<file path="src/rtl/panel_reg_pkg.sv">
// Shared address map and bit positions for the panel register bank.
// Imported by the bank top and its shadow-commit helper.
package panel_reg_pkg;

    localparam logic [7:0] ADDR_ID         = 8'h00;
    localparam logic [7:0] ADDR_CTRL       = 8'h01;
    localparam logic [7:0] ADDR_CMD        = 8'h02;
    localparam logic [7:0] ADDR_STATUS     = 8'h03;
    localparam logic [7:0] ADDR_INT_STAT   = 8'h04;
    localparam logic [7:0] ADDR_INT_EN     = 8'h05;
    localparam logic [7:0] ADDR_H_ACTIVE   = 8'h06;
    localparam logic [7:0] ADDR_V_ACTIVE   = 8'h07;
    localparam logic [7:0] ADDR_INTEG_TIME = 8'h08;
    localparam logic [7:0] ADDR_FRAME_CNT  = 8'h09;
    localparam logic [7:0] ADDR_ERR_CNT    = 8'h0A;
    localparam logic [7:0] ADDR_SCRATCH    = 8'h0B;

    localparam int CTRL_PANEL_EN = 0;
    localparam int CTRL_TEST_PAT = 1;
    localparam int CTRL_GATE_LSB = 4;
    localparam int CTRL_GATE_W   = 4;
    // Only bits [7:4], [1] and [0] of CTRL exist; the rest read back 0.
    localparam logic [7:0] CTRL_MASK = 8'hF3;

    localparam int INT_W          = 3;
    localparam int INT_FRAME_DONE = 0;
    localparam int INT_LINE_ERR   = 1;
    localparam int INT_FIFO_OVF   = 2;

    localparam logic [15:0] ERR_MAX = 16'hFFFF;

endpackage

</file>
<file path="src/rtl/panel_reg_bank_shadow.sv">
// Staging/committed register pair for one double-buffered timing field.
// The committed copy only moves when commit_i sees a pending staged value.
module reg_shadow_commit
    import panel_reg_pkg::*;
#(
    parameter int               WIDTH = 12,
    parameter logic [WIDTH-1:0] RESET = '0
) (
    input  logic             clk,
    input  logic             rst_n,
    input  logic             wr_en_i,
    input  logic [WIDTH-1:0] wdata_i,
    input  logic             commit_i,
    output logic [WIDTH-1:0] staged_o,
    output logic [WIDTH-1:0] active_o,
    output logic             pending_o
);

    logic [WIDTH-1:0] staged_q, staged_d;
    logic [WIDTH-1:0] active_q, active_d;
    logic             pending_q, pending_d;

    // A write landing on a commit cycle keeps pending set so the new value
    // waits for the following commit point.
    always_comb begin
        staged_d  = staged_q;
        active_d  = active_q;
        pending_d = pending_q;
        if (commit_i && pending_q) begin
            active_d  = staged_q;
            pending_d = 1'b0;
        end
        if (wr_en_i) begin
            staged_d  = wdata_i;
            pending_d = 1'b1;
        end
    end

    always_ff @(posedge clk or negedge rst_n) begin
        if (!rst_n) begin
            staged_q  <= RESET;
            active_q  <= RESET;
            pending_q <= 1'b0;
        end else begin
            staged_q  <= staged_d;
            active_q  <= active_d;
            pending_q <= pending_d;
        end
    end

    assign staged_o  = staged_q;
    assign active_o  = active_q;
    assign pending_o = pending_q;

endmodule

</file>
<file path="src/rtl/panel_reg_bank.sv">
// Panel register file behind the SPI slave: control, double-buffered timing,
// sticky W1C interrupts, event counters and a registered read port.
module panel_reg_bank
    import panel_reg_pkg::*;
#(
    parameter logic [31:0] ID_VALUE  = 32'h5446_5401,
    parameter logic [11:0] H_DEF     = 12'd1024,
    parameter logic [11:0] V_DEF     = 12'd1024,
    parameter logic [23:0] INTEG_DEF = 24'd10000
) (
    input  logic        clk,
    input  logic        rst_n,
    input  logic [7:0]  reg_addr,
    input  logic [31:0] reg_wdata,
    input  logic        reg_write,
    input  logic        reg_read,
    output logic [31:0] reg_rdata,
    input  logic        busy,
    input  logic        frame_sync,
    input  logic        evt_frame_done,
    input  logic        evt_line_err,
    input  logic        evt_fifo_ovf,
    output logic        panel_en,
    output logic        test_pattern_en,
    output logic [3:0]  gate_mode,
    output logic [11:0] h_active,
    output logic [11:0] v_active,
    output logic [23:0] integ_time,
    output logic        frame_start,
    output logic        soft_rst,
    output logic        irq
);

    logic              wr_prev_q, rd_prev_q;
    logic              wr_edge, rd_edge;
    logic [7:0]        ctrl_q, ctrl_d;
    logic [INT_W-1:0]  int_stat_q, int_stat_d;
    logic [INT_W-1:0]  int_en_q, int_en_d;
    logic [INT_W-1:0]  evt_vec;
    logic [31:0]       frame_cnt_q, frame_cnt_d;
    logic [15:0]       err_cnt_q, err_cnt_d;
    logic [31:0]       scratch_q, scratch_d;
    logic [31:0]       rdata_q, rdata_d;
    logic              frame_start_q, frame_start_d;
    logic              soft_rst_q, soft_rst_d;
    logic              irq_q, irq_d;

    logic              commit;
    logic              h_pend, v_pend, t_pend, shadow_pending;
    logic [11:0]       h_staged, v_staged;
    logic [23:0]       t_staged;

    // Level requests act only on their rising edge.
    assign wr_edge = reg_write && !wr_prev_q;
    assign rd_edge = reg_read && !rd_prev_q;
    assign evt_vec = {evt_fifo_ovf, evt_line_err, evt_frame_done};

    // Idle panel commits immediately; a running panel waits for frame_sync.
    assign commit         = ctrl_q[CTRL_PANEL_EN] ? frame_sync : 1'b1;
    assign shadow_pending = h_pend || v_pend || t_pend;

    reg_shadow_commit #(.WIDTH(12), .RESET(H_DEF)) u_h_active (
        .clk(clk), .rst_n(rst_n),
        .wr_en_i(wr_edge && (reg_addr == ADDR_H_ACTIVE)),
        .wdata_i(reg_wdata[11:0]), .commit_i(commit),
        .staged_o(h_staged), .active_o(h_active), .pending_o(h_pend)
    );

    reg_shadow_commit #(.WIDTH(12), .RESET(V_DEF)) u_v_active (
        .clk(clk), .rst_n(rst_n),
        .wr_en_i(wr_edge && (reg_addr == ADDR_V_ACTIVE)),
        .wdata_i(reg_wdata[11:0]), .commit_i(commit),
        .staged_o(v_staged), .active_o(v_active), .pending_o(v_pend)
    );

    reg_shadow_commit #(.WIDTH(24), .RESET(INTEG_DEF)) u_integ_time (
        .clk(clk), .rst_n(rst_n),
        .wr_en_i(wr_edge && (reg_addr == ADDR_INTEG_TIME)),
        .wdata_i(reg_wdata[23:0]), .commit_i(commit),
        .staged_o(t_staged), .active_o(integ_time), .pending_o(t_pend)
    );

    always_comb begin
        ctrl_d        = ctrl_q;
        int_en_d      = int_en_q;
        scratch_d     = scratch_q;
        int_stat_d    = int_stat_q;
        frame_start_d = 1'b0;
        soft_rst_d    = 1'b0;
        if (wr_edge) begin
            case (reg_addr)
                ADDR_CTRL:     ctrl_d     = reg_wdata[7:0] & CTRL_MASK;
                ADDR_INT_EN:   int_en_d   = reg_wdata[INT_W-1:0];
                ADDR_SCRATCH:  scratch_d  = reg_wdata;
                ADDR_INT_STAT: int_stat_d = int_stat_q & ~reg_wdata[INT_W-1:0];
                ADDR_CMD: begin
                    frame_start_d = reg_wdata[0];
                    soft_rst_d    = reg_wdata[1];
                end
                default: ;
            endcase
        end
        // Hardware set is applied after the W1C clear so set wins.
        int_stat_d  = int_stat_d | evt_vec;
        frame_cnt_d = frame_cnt_q + {31'd0, evt_frame_done};
        irq_d       = |(int_stat_q & int_en_q);
    end

    always_comb begin
        err_cnt_d = err_cnt_q;
        if (rd_edge && (reg_addr == ADDR_ERR_CNT)) begin
            err_cnt_d = evt_line_err ? 16'd1 : 16'd0;
        end else if (evt_line_err && (err_cnt_q != ERR_MAX)) begin
            err_cnt_d = err_cnt_q + 16'd1;
        end
    end

    always_comb begin
        rdata_d = '0;
        case (reg_addr)
            ADDR_ID:         rdata_d = ID_VALUE;
            ADDR_CTRL:       rdata_d = {24'd0, ctrl_q};
            ADDR_STATUS:     rdata_d = {30'd0, shadow_pending, busy};
            ADDR_INT_STAT:   rdata_d = {{(32-INT_W){1'b0}}, int_stat_q};
            ADDR_INT_EN:     rdata_d = {{(32-INT_W){1'b0}}, int_en_q};
            ADDR_H_ACTIVE:   rdata_d = {20'd0, h_staged};
            ADDR_V_ACTIVE:   rdata_d = {20'd0, v_staged};
            ADDR_INTEG_TIME: rdata_d = {8'd0, t_staged};
            ADDR_FRAME_CNT:  rdata_d = frame_cnt_q;
            ADDR_ERR_CNT:    rdata_d = {16'd0, err_cnt_q};
            ADDR_SCRATCH:    rdata_d = scratch_q;
            default:         rdata_d = '0;
        endcase
    end

    always_ff @(posedge clk or negedge rst_n) begin
        if (!rst_n) begin
            wr_prev_q     <= 1'b0;
            rd_prev_q     <= 1'b0;
            ctrl_q        <= '0;
            int_stat_q    <= '0;
            int_en_q      <= '0;
            frame_cnt_q   <= '0;
            err_cnt_q     <= '0;
            scratch_q     <= '0;
            rdata_q       <= '0;
            frame_start_q <= 1'b0;
            soft_rst_q    <= 1'b0;
            irq_q         <= 1'b0;
        end else begin
            wr_prev_q     <= reg_write;
            rd_prev_q     <= reg_read;
            ctrl_q        <= ctrl_d;
            int_stat_q    <= int_stat_d;
            int_en_q      <= int_en_d;
            frame_cnt_q   <= frame_cnt_d;
            err_cnt_q     <= err_cnt_d;
            scratch_q     <= scratch_d;
            rdata_q       <= rdata_d;
            frame_start_q <= frame_start_d;
            soft_rst_q    <= soft_rst_d;
            irq_q         <= irq_d;
        end
    end

    assign reg_rdata       = rdata_q;
    assign panel_en        = ctrl_q[CTRL_PANEL_EN];
    assign test_pattern_en = ctrl_q[CTRL_TEST_PAT];
    assign gate_mode       = ctrl_q[CTRL_GATE_LSB +: CTRL_GATE_W];
    assign frame_start     = frame_start_q;
    assign soft_rst        = soft_rst_q;
    assign irq             = irq_q;

endmodule

</file>
<file path="config.mk">
export PLATFORM = sky130hd
export DESIGN_NAME = panel_reg_bank
export DESIGN_NICKNAME = d
export VERILOG_FILES = /design/src/rtl/panel_reg_pkg.sv /design/src/rtl/panel_reg_bank_shadow.sv /design/src/rtl/panel_reg_bank.sv
export SDC_FILE = /design/constraint.sdc
export NUM_CORES = 1
export LEC_CHECK = 0
export CAP_MARGIN = 15
export CORE_MARGIN = 2
export CORE_UTILIZATION = 40
export CTS_CLUSTER_DIAMETER = 60
export CTS_CLUSTER_SIZE = 25
export DETAILED_ROUTE_END_ITERATION = 7
export PLACE_DENSITY = 0.67
export SLEW_MARGIN = 20
export SYNTH_ARGS = -nofsm -noshare
export SYNTH_HDL_FRONTEND = slang
export SYNTH_SLANG_ARGS = --single-unit
</file>
<file path="constraint.sdc">
create_clock -name clk -period 4.4 [get_ports clk]
set_clock_uncertainty 0.1 [all_clocks]
set_input_delay 0.88 -clock clk [delete_from_list [all_inputs] [get_ports clk]]
set_output_delay 0.88 -clock clk [all_outputs]
set_load 0.01 [all_outputs]
</file>
==> results.sh, run 1 <==
export IMPL_grt_pass1_vias=7112
export IMPL_hold_violations=0
export IMPL_async_flop_share_pct=100.0
export IMPL_avgSynthCellArea_um2=12.78
export IMPL_path_cells="clkdlybuf4s50_1 -> or4_1 -> nor2_1 -> a31oi_1 -> o211ai_1"
export IMPL_gp_congestion=0.8699
export IMPL_antenna_found_initial=0
export IMPL_crit_buf_inv=1
export IMPL_synthFlopType="dfrtp_1"
export IMPL_clk_path_buf_depth=3
export IMPL_rsz0062_at_grt="false"
export IMPL_finalCriticalPeriod_ps=3230
export IMPL_io_pins=138
export IMPL_hold_class="primary input to asynchronous set/reset pin"
export IMPL_worst_setup_path_end_kind="register"
export IMPL_status="finished clean"
export IMPL_grt_start_max_net_pins=114
export IMPL_syn_inst=781
export IMPL_ant_nets=0
export IMPL_slew_headroom_pct=29.59
export IMPL_max_freq_mhz=309.6
export IMPL_cts_sinks=228
export IMPL_powerDensity_mw_per_mm2=351.2
export IMPL_htree_levels=1
export IMPL_finalCritPeriodShare_pct=73.40
export IMPL_synth_cell_types=62
export IMPL_yosysSeqAreaShare_pct=57.35
export IMPL_syn_cell_area_mm2=0.009980
export IMPL_met1_length_mm=11.91
export IMPL_cp_max_fo=11
export IMPL_grt_pass1_wl_mm=41.43
export IMPL_yosys_warnings=0
export IMPL_cts_resized=0
export IMPL_cp_arrival_ps=3520
export IMPL_worst_pin_slew_ps=1043
export IMPL_crit_type="primary input to register"
export IMPL_rows=57
export IMPL_grt_util_all_layers_pct=20.04
export IMPL_setup_viol=0
export IMPL_viasPerCell=5.536
export IMPL_wl_per_cell_um=20.58
export IMPL_drive_gt1_share_pct=23.52
export IMPL_critPathRequiredTime_ps=4690
export IMPL_critPathLaunchType="primary input"
export IMPL_clock_latency_ps=510
export IMPL_cts_tree="built"
export IMPL_cts_root_buf="clkbuf_16"
export IMPL_drt_pass1_iter_count=5
export IMPL_area_growth_pct=24.39
export IMPL_num_vias=6948
export IMPL_wl_met2_mm=12.09
export IMPL_power_leakage_nw=5.601
export IMPL_drc_errors=0
export IMPL_start_util_pct=40.92
export IMPL_drv_slew=0
export IMPL_cts_buffers=18
export IMPL_hpwl_mm=18.62
export IMPL_synth_nets=833
export IMPL_die_area_mm2=0.02623
export IMPL_wirelength_mm=25.83
export IMPL_maxCapViolCount=0
export IMPL_max_stage_delay_ps=870
export IMPL_diodes=0
export IMPL_grt_overflow=0
export IMPL_die_y_um=162.0
export IMPL_ys_seq_elements=228
export IMPL_synth_enable_flop_cells=0
export IMPL_cpLargestDelayFamily="simple AND/OR/NAND/NOR gates"
export IMPL_nets=971
export IMPL_dieWidth_um=162.0
export IMPL_core_mm2=0.02439
export IMPL_ir_drop_v=0.0002467
export IMPL_hold_buffers=0
export IMPL_whs_ps=305.9
export IMPL_path_clk_slew_ps=80
export IMPL_highest_layer="met4"
export IMPL_first_iter_violations=600
export IMPL_fin_setup_tns_ps=0
export IMPL_worst_path_max_delay_cell="nor2_1"
export IMPL_io_buffers=137
export IMPL_wl_met3_mm=1.406
export IMPL_post_cts_buffers=0
export IMPL_power_total_w=0.004360
## metrics by stage
stage	setup WS, ps	instances	instance area [µm²]	util (%)
global route	1171	1255	12410	50.89
CTS	1301	1255	12410	50.89
detailed placement	791.3	1223	11760	48.21
floorplan	1769	781	9980	-
finish	1170	1255	12410	50.89
global placement	814.7	1223	11760	48.21
## synthesized netlist by cell type (4+ instances only)
cell type	n	share of area, %
o32a_1	4	0.40
o211ai_1	4	0.30
a21oi_1	19	0.95
o21ai_0	9	0.45
nor2_1	41	1.5
nor2b_1	9	0.56
nor4_1	5	0.31
and4_1	12	1.1
or4_1	6	0.45
inv_1	6	0.23
nor3_1	12	0.60
o221ai_1	4	0.35
mux2i_1	16	1.6
nand4_1	16	1.0
or3_1	6	0.38
xnor2_1	20	1.8
o31ai_1	6	0.45
and2_1	4	0.25
nand3_1	29	1.5
nand2b_1	6	0.38
buf_2	10	0.50
dfstp_2	14	3.7
and3_1	12	0.75
a31oi_1	6	0.38
a22o_1	9	0.79
mux2_2	138	16
a22oi_1	14	1.1
xor2_1	14	1.2
clkbuf_1	26	0.98
nand2_1	35	1.3
a32oi_1	4	0.35
a21o_1	4	0.30
dfrtp_1	214	54
## worst register-to-register path, delay by kind of cell (launching register included)
| kind | cells | cell delay (ps) |
|---|---|---|
| flip-flops | 1 | 420 |
| buffers and inverters | 1 | 280 |
| XOR/XNOR | 1 | 150 |
| AND/OR/NAND/NOR | 2 | 300 |
| adder cells (fa/ha/maj) | 1 | 310 |
| AO/OA/AOI/OAI | 1 | 920 |
## state kept, by name, summed over array words and instances (netlist names), 6 cells and up
name,flops
ctrl_q,6
err_cnt_q,16
frame_cnt_q,32
reg_rdata,32
scratch_q,32
u_h_active.active_o,12
u_h_active.staged_o,12
u_integ_time.active_o,24
u_integ_time.staged_o,24
u_v_active.active_o,12
u_v_active.staged_o,12
## where the power goes
part / leakage, nW / internal, W / total (W) / switching (W)
sequential: 3.08 / 0.00217 / 0.00228 / 0.000106
clock: 0.313 / 0.000903 / 0.00176 / 0.000852
combinational: 2.21 / 0.000144 / 0.000325 / 0.000181
## cell type report
type / instances / area, µm²
timing repair buffer: 159 / 1549
sequential: 228 / 5723
clock inverter: 13 / 177.7
inverter: 6 / 22.52
fill: 2138 / 11980
tap: 324 / 405.4
clock buffer: 19 / 475.5
multi-input combinational: 506 / 4060
## path summary, 6_finish.rpt
| path | startpoint | to | slack, ps | depth (start not counted) |
|---|---|---|---|---|
| max in group asynchronous | rst_n | u_integ_time.active_o[13] | 2890 | 2 |
| max reg2reg | err_cnt_q[0] | err_cnt_q[5] | 1780 | 6 |
| min in group clk | frame_cnt_q[31] | frame_cnt_q[31] | 370 | 1 |
| min | rst_n | u_h_active.active_o[2] | 310 | 1 |
| min reg2reg | frame_cnt_q[31] | frame_cnt_q[31] | 370 | 1 |
| max | reg_addr[7] | reg_rdata[8] | 1170 | 5 |
## placed cells by master, fill, tap and decap left out, types with 5 or more instances in the layout
master / count
clkdlybuf4s50_1: 135
inv_1: 6
nand3_1: 29
a22oi_1: 14
dfstp_2: 14
nor2_1: 41
nor2b_1: 9
o21ai_0: 9
dfrtp_1: 214
a31oi_1: 6
and4_1: 12
or3_1: 6
nand2_1: 35
nand4_1: 16
buf_4: 21
o31ai_1: 6
mux2_2: 138
nand2b_1: 6
nor4_1: 5
or4_1: 6
clkbuf_16: 19
a22o_1: 9
xnor2_1: 20
mux2i_1: 16
and3_1: 12
xor2_1: 14
nor3_1: 11
a21oi_1: 19
## kinds of logic (layout without fill, tap and decap cells)
group | after synthesis | count (layout) | share of synthesized area [%]
adders and majority gates | 3 | 3 | 0.3762
xor gates and xnor gates | 34 | 34 | 2.984
buffers and inverters | 47 | 197 | 2.081
muxes | 160 | 160 | 18.19
and+or+nand+nor | 204 | 204 | 11.30
AOI/OAI and AO/OA | 105 | 105 | 7.723
DFF | 228 | 228 | 57.35
## routing by layer
metal	track usage, %	vias up
met1	29.54	3533
met5	0	-
met4	4.626	0
li1	-	3166
met2	31.91	215
met3	2.426	34
Power figures use the tool's default switching activity.
==> inputs of run 2 (changes only) <==
--- a/config.mk
+++ b/config.mk
@@ -11,7 +11,7 @@
 export CTS_CLUSTER_DIAMETER = 60
 export CTS_CLUSTER_SIZE = 25
 export DETAILED_ROUTE_END_ITERATION = 7
-export PLACE_DENSITY = 0.67
+export PLACE_DENSITY = 0.7
 export SLEW_MARGIN = 20
 export SYNTH_ARGS = -nofsm -noshare
 export SYNTH_HDL_FRONTEND = slang
==> constraint.sdc (replaced) <==
create_clock -name clk -period 2.7 [get_ports clk]
set_clock_uncertainty 0.1 [all_clocks]
set_input_delay 0.54 -clock clk [delete_from_list [all_inputs] [get_ports clk]]
set_output_delay 0.54 -clock clk [all_outputs]
set_load 0.01 [all_outputs]
==> results.sh, run 2 (synthesized netlist as in run 1, its figures left out) <==
export IMPL_ff2ff_path_depth=5
export IMPL_wirelength_mm=26.78
export IMPL_r2r_start="err_cnt_q[0]"
export IMPL_critPathRequiredTime_ps=2980
export IMPL_top_usage_layer="met2"
export IMPL_cp_max_fo=10
export IMPL_clk_path_buf_depth=3
export IMPL_grt_pass1_vias=7426
export IMPL_ant_nets=0
export IMPL_gp_congestion=0.8955
export IMPL_start_util_pct=40.92
export IMPL_max_stage_delay_ps=600
export IMPL_grt_pass1_wl_mm=43.11
export IMPL_final_cell_mix="dfrtp_1, mux2_2, clkdlybuf4s50_1"
export IMPL_crit_type="primary input to register"
export IMPL_diodes=0
export IMPL_slew_headroom_pct=37.85
export IMPL_powerDensity_mw_per_mm2=551.3
export IMPL_hold_violations=0
export IMPL_status="finished clean"
export IMPL_area_growth_pct=28.51
export IMPL_nets=1016
export IMPL_worst_setup_path_end_kind="register"
export IMPL_num_vias=7121
export IMPL_die_y_um=162.0
export IMPL_viasPerCell=5.482
export IMPL_hold_class="register to register"
export IMPL_core_mm2=0.02439
export IMPL_timing_rr_end="err_cnt_q[3]"
export IMPL_holdPathEnd="frame_cnt_q[31]"
export IMPL_use_met1_pct=29.93
export IMPL_drv_slew=0
export IMPL_hold_depth=1
export IMPL_dieWidth_um=162.0
export IMPL_critPathLaunchType="primary input"
export IMPL_grt_overflow=0
export IMPL_cts_buffers=17
export IMPL_wl_per_cell_um=20.62
export IMPL_drt_pass1_iter_count=6
export IMPL_ir_drop_v=0.0003990
export IMPL_path_cells="clkdlybuf4s50_1 -> or4_1 -> buf_4 -> nor2_1 -> buf_4 -> a32oi_1 -> o221ai_1"
export IMPL_grt_util_all_layers_pct=20.77
export IMPL_first_iter_violations=525
export IMPL_setup_viol=0
export IMPL_cts_root_buf="clkbuf_16"
export IMPL_final_common_cell="dfrtp_1"
export IMPL_hp_start="frame_cnt_q[31]"
export IMPL_grt_start_max_net_pins=84
export IMPL_r2r_slack_ps=440
export IMPL_path_clk_slew_ps=80
export IMPL_worst_path_max_delay_cell="or4_1"
export IMPL_antenna_found_initial=0
export IMPL_io_pins=138
export IMPL_use_met2_pct=33.97
export IMPL_die_area_mm2=0.02623
export IMPL_hpwl_mm=19.75
export IMPL_cts_sinks=228
export IMPL_htree_levels=1
export IMPL_cpMostUsedCell="buf_4"
export IMPL_worst_pin_slew_ps=920.2
export IMPL_cts_tree="built"
export IMPL_drc_errors=0
export IMPL_drive_gt1_share_pct=26.87
export IMPL_rows=57
export IMPL_clock_latency_ps=510
export IMPL_fin_setup_tns_ps=0
export IMPL_io_buffers=137
export IMPL_cp_arrival_ps=2600
export IMPL_max_freq_mhz=431.2
export IMPL_rsz0062_at_grt="false"
export IMPL_finalCriticalPeriod_ps=2319
export IMPL_post_cts_buffers=0
export IMPL_finalCritPeriodShare_pct=85.89
export IMPL_grtUsageMet3_pct=2.707
export IMPL_maxCapViolCount=0
export IMPL_whs_ps=380.0
export IMPL_power_leakage_nw=5.845
==> run 2: changes by cell type in the layout (fill, tap and decap cells not counted), moves of 2 or more <==
| cell | previous run | this run |
|---|---|---|
| buf_12 | 1 | 10 |
| buf_4 | 21 | 57 |
| clkbuf_16 | 19 | 17 |
| clkinv_4 | 2 | 0 |
| clkinv_8 | 4 | 1 |
| inv_8 | 1 | 3 |
==> run 2: where the power goes <==
part	total, W	internal (W)	switching [W]	leakage, nW
logic	0.000571	0.000269	0.000303	2.48
registers	0.00372	0.00354	0.000183	3.08
clock network	0.00277	0.00138	0.00139	0.290
==> run 2: metrics by stage <==
stage          total power [W]  util (%)  std cells  worst slack, ps  instance area (µm²)
3_3_place_gp          0.004345     50.06       1268           -87.62                12210
4_1_cts               0.007135     52.58       1299            418.0                12820
3_5_place_dp          0.004357     50.06       1268           -90.63                12210
6_report              0.007070     52.58       1299            381.1                12820
2_1_floorplan         0.003998         -        781            409.3                 9980
5_1_grt               0.007352     52.58       1299            104.3                12820
==> run 2: layout make-up <==
class	count	area, µm²
well taps	324	405.4
fillers	2124	11570
inverters	6	22.52
clock buffers	18	439.2
repair buffers	205	2009
clock inverters	12	165.2
multi-input cells	506	4060
flip-flops and latches	228	5723
==> run 2: what timing repair did <==
| action | 4_1_cts | 5_1_grt |
|---|---|---|
| endpoints found under the setup margin | 0 | 0 |
| resized for setup | 0 | 0 |
| hold buffers | 1 | 0 |
| endpoints found under the hold margin | 67 | 0 |
==> run 2: how the worst max path moves through the flow <==
stage                 startpoint                endpoint  slack (ps)  cells after the start
global placement     reg_addr[7]            reg_rdata[5]         -90                      7
finish               reg_addr[7]           reg_rdata[11]         380                      7
CTS                  reg_addr[7]           reg_rdata[11]         420                      7
floorplan            reg_addr[7]  u_v_active.staged_o[2]         410                      5
detailed placement   reg_addr[7]            reg_rdata[5]         -90                      7
global route        err_cnt_q[0]            err_cnt_q[3]         100                      5
==> run 2: per-layer routing <==
layer  share of wire [%]  routed length, µm  vias up
met4                 1.5                405        0
li1                    -                  -     3265
met2                  48              12870      174
met3                 4.6               1224       29
met5                   0                  0        -
met1                  46              12290     3653
==> run 2: critical path: cells and delay by family <==
kind | cells | cell delay (ps)
and+or+nand+nor | 2 | 870
buffers and inverters | 3 | 840
AOI/OAI and AO/OA | 2 | 340
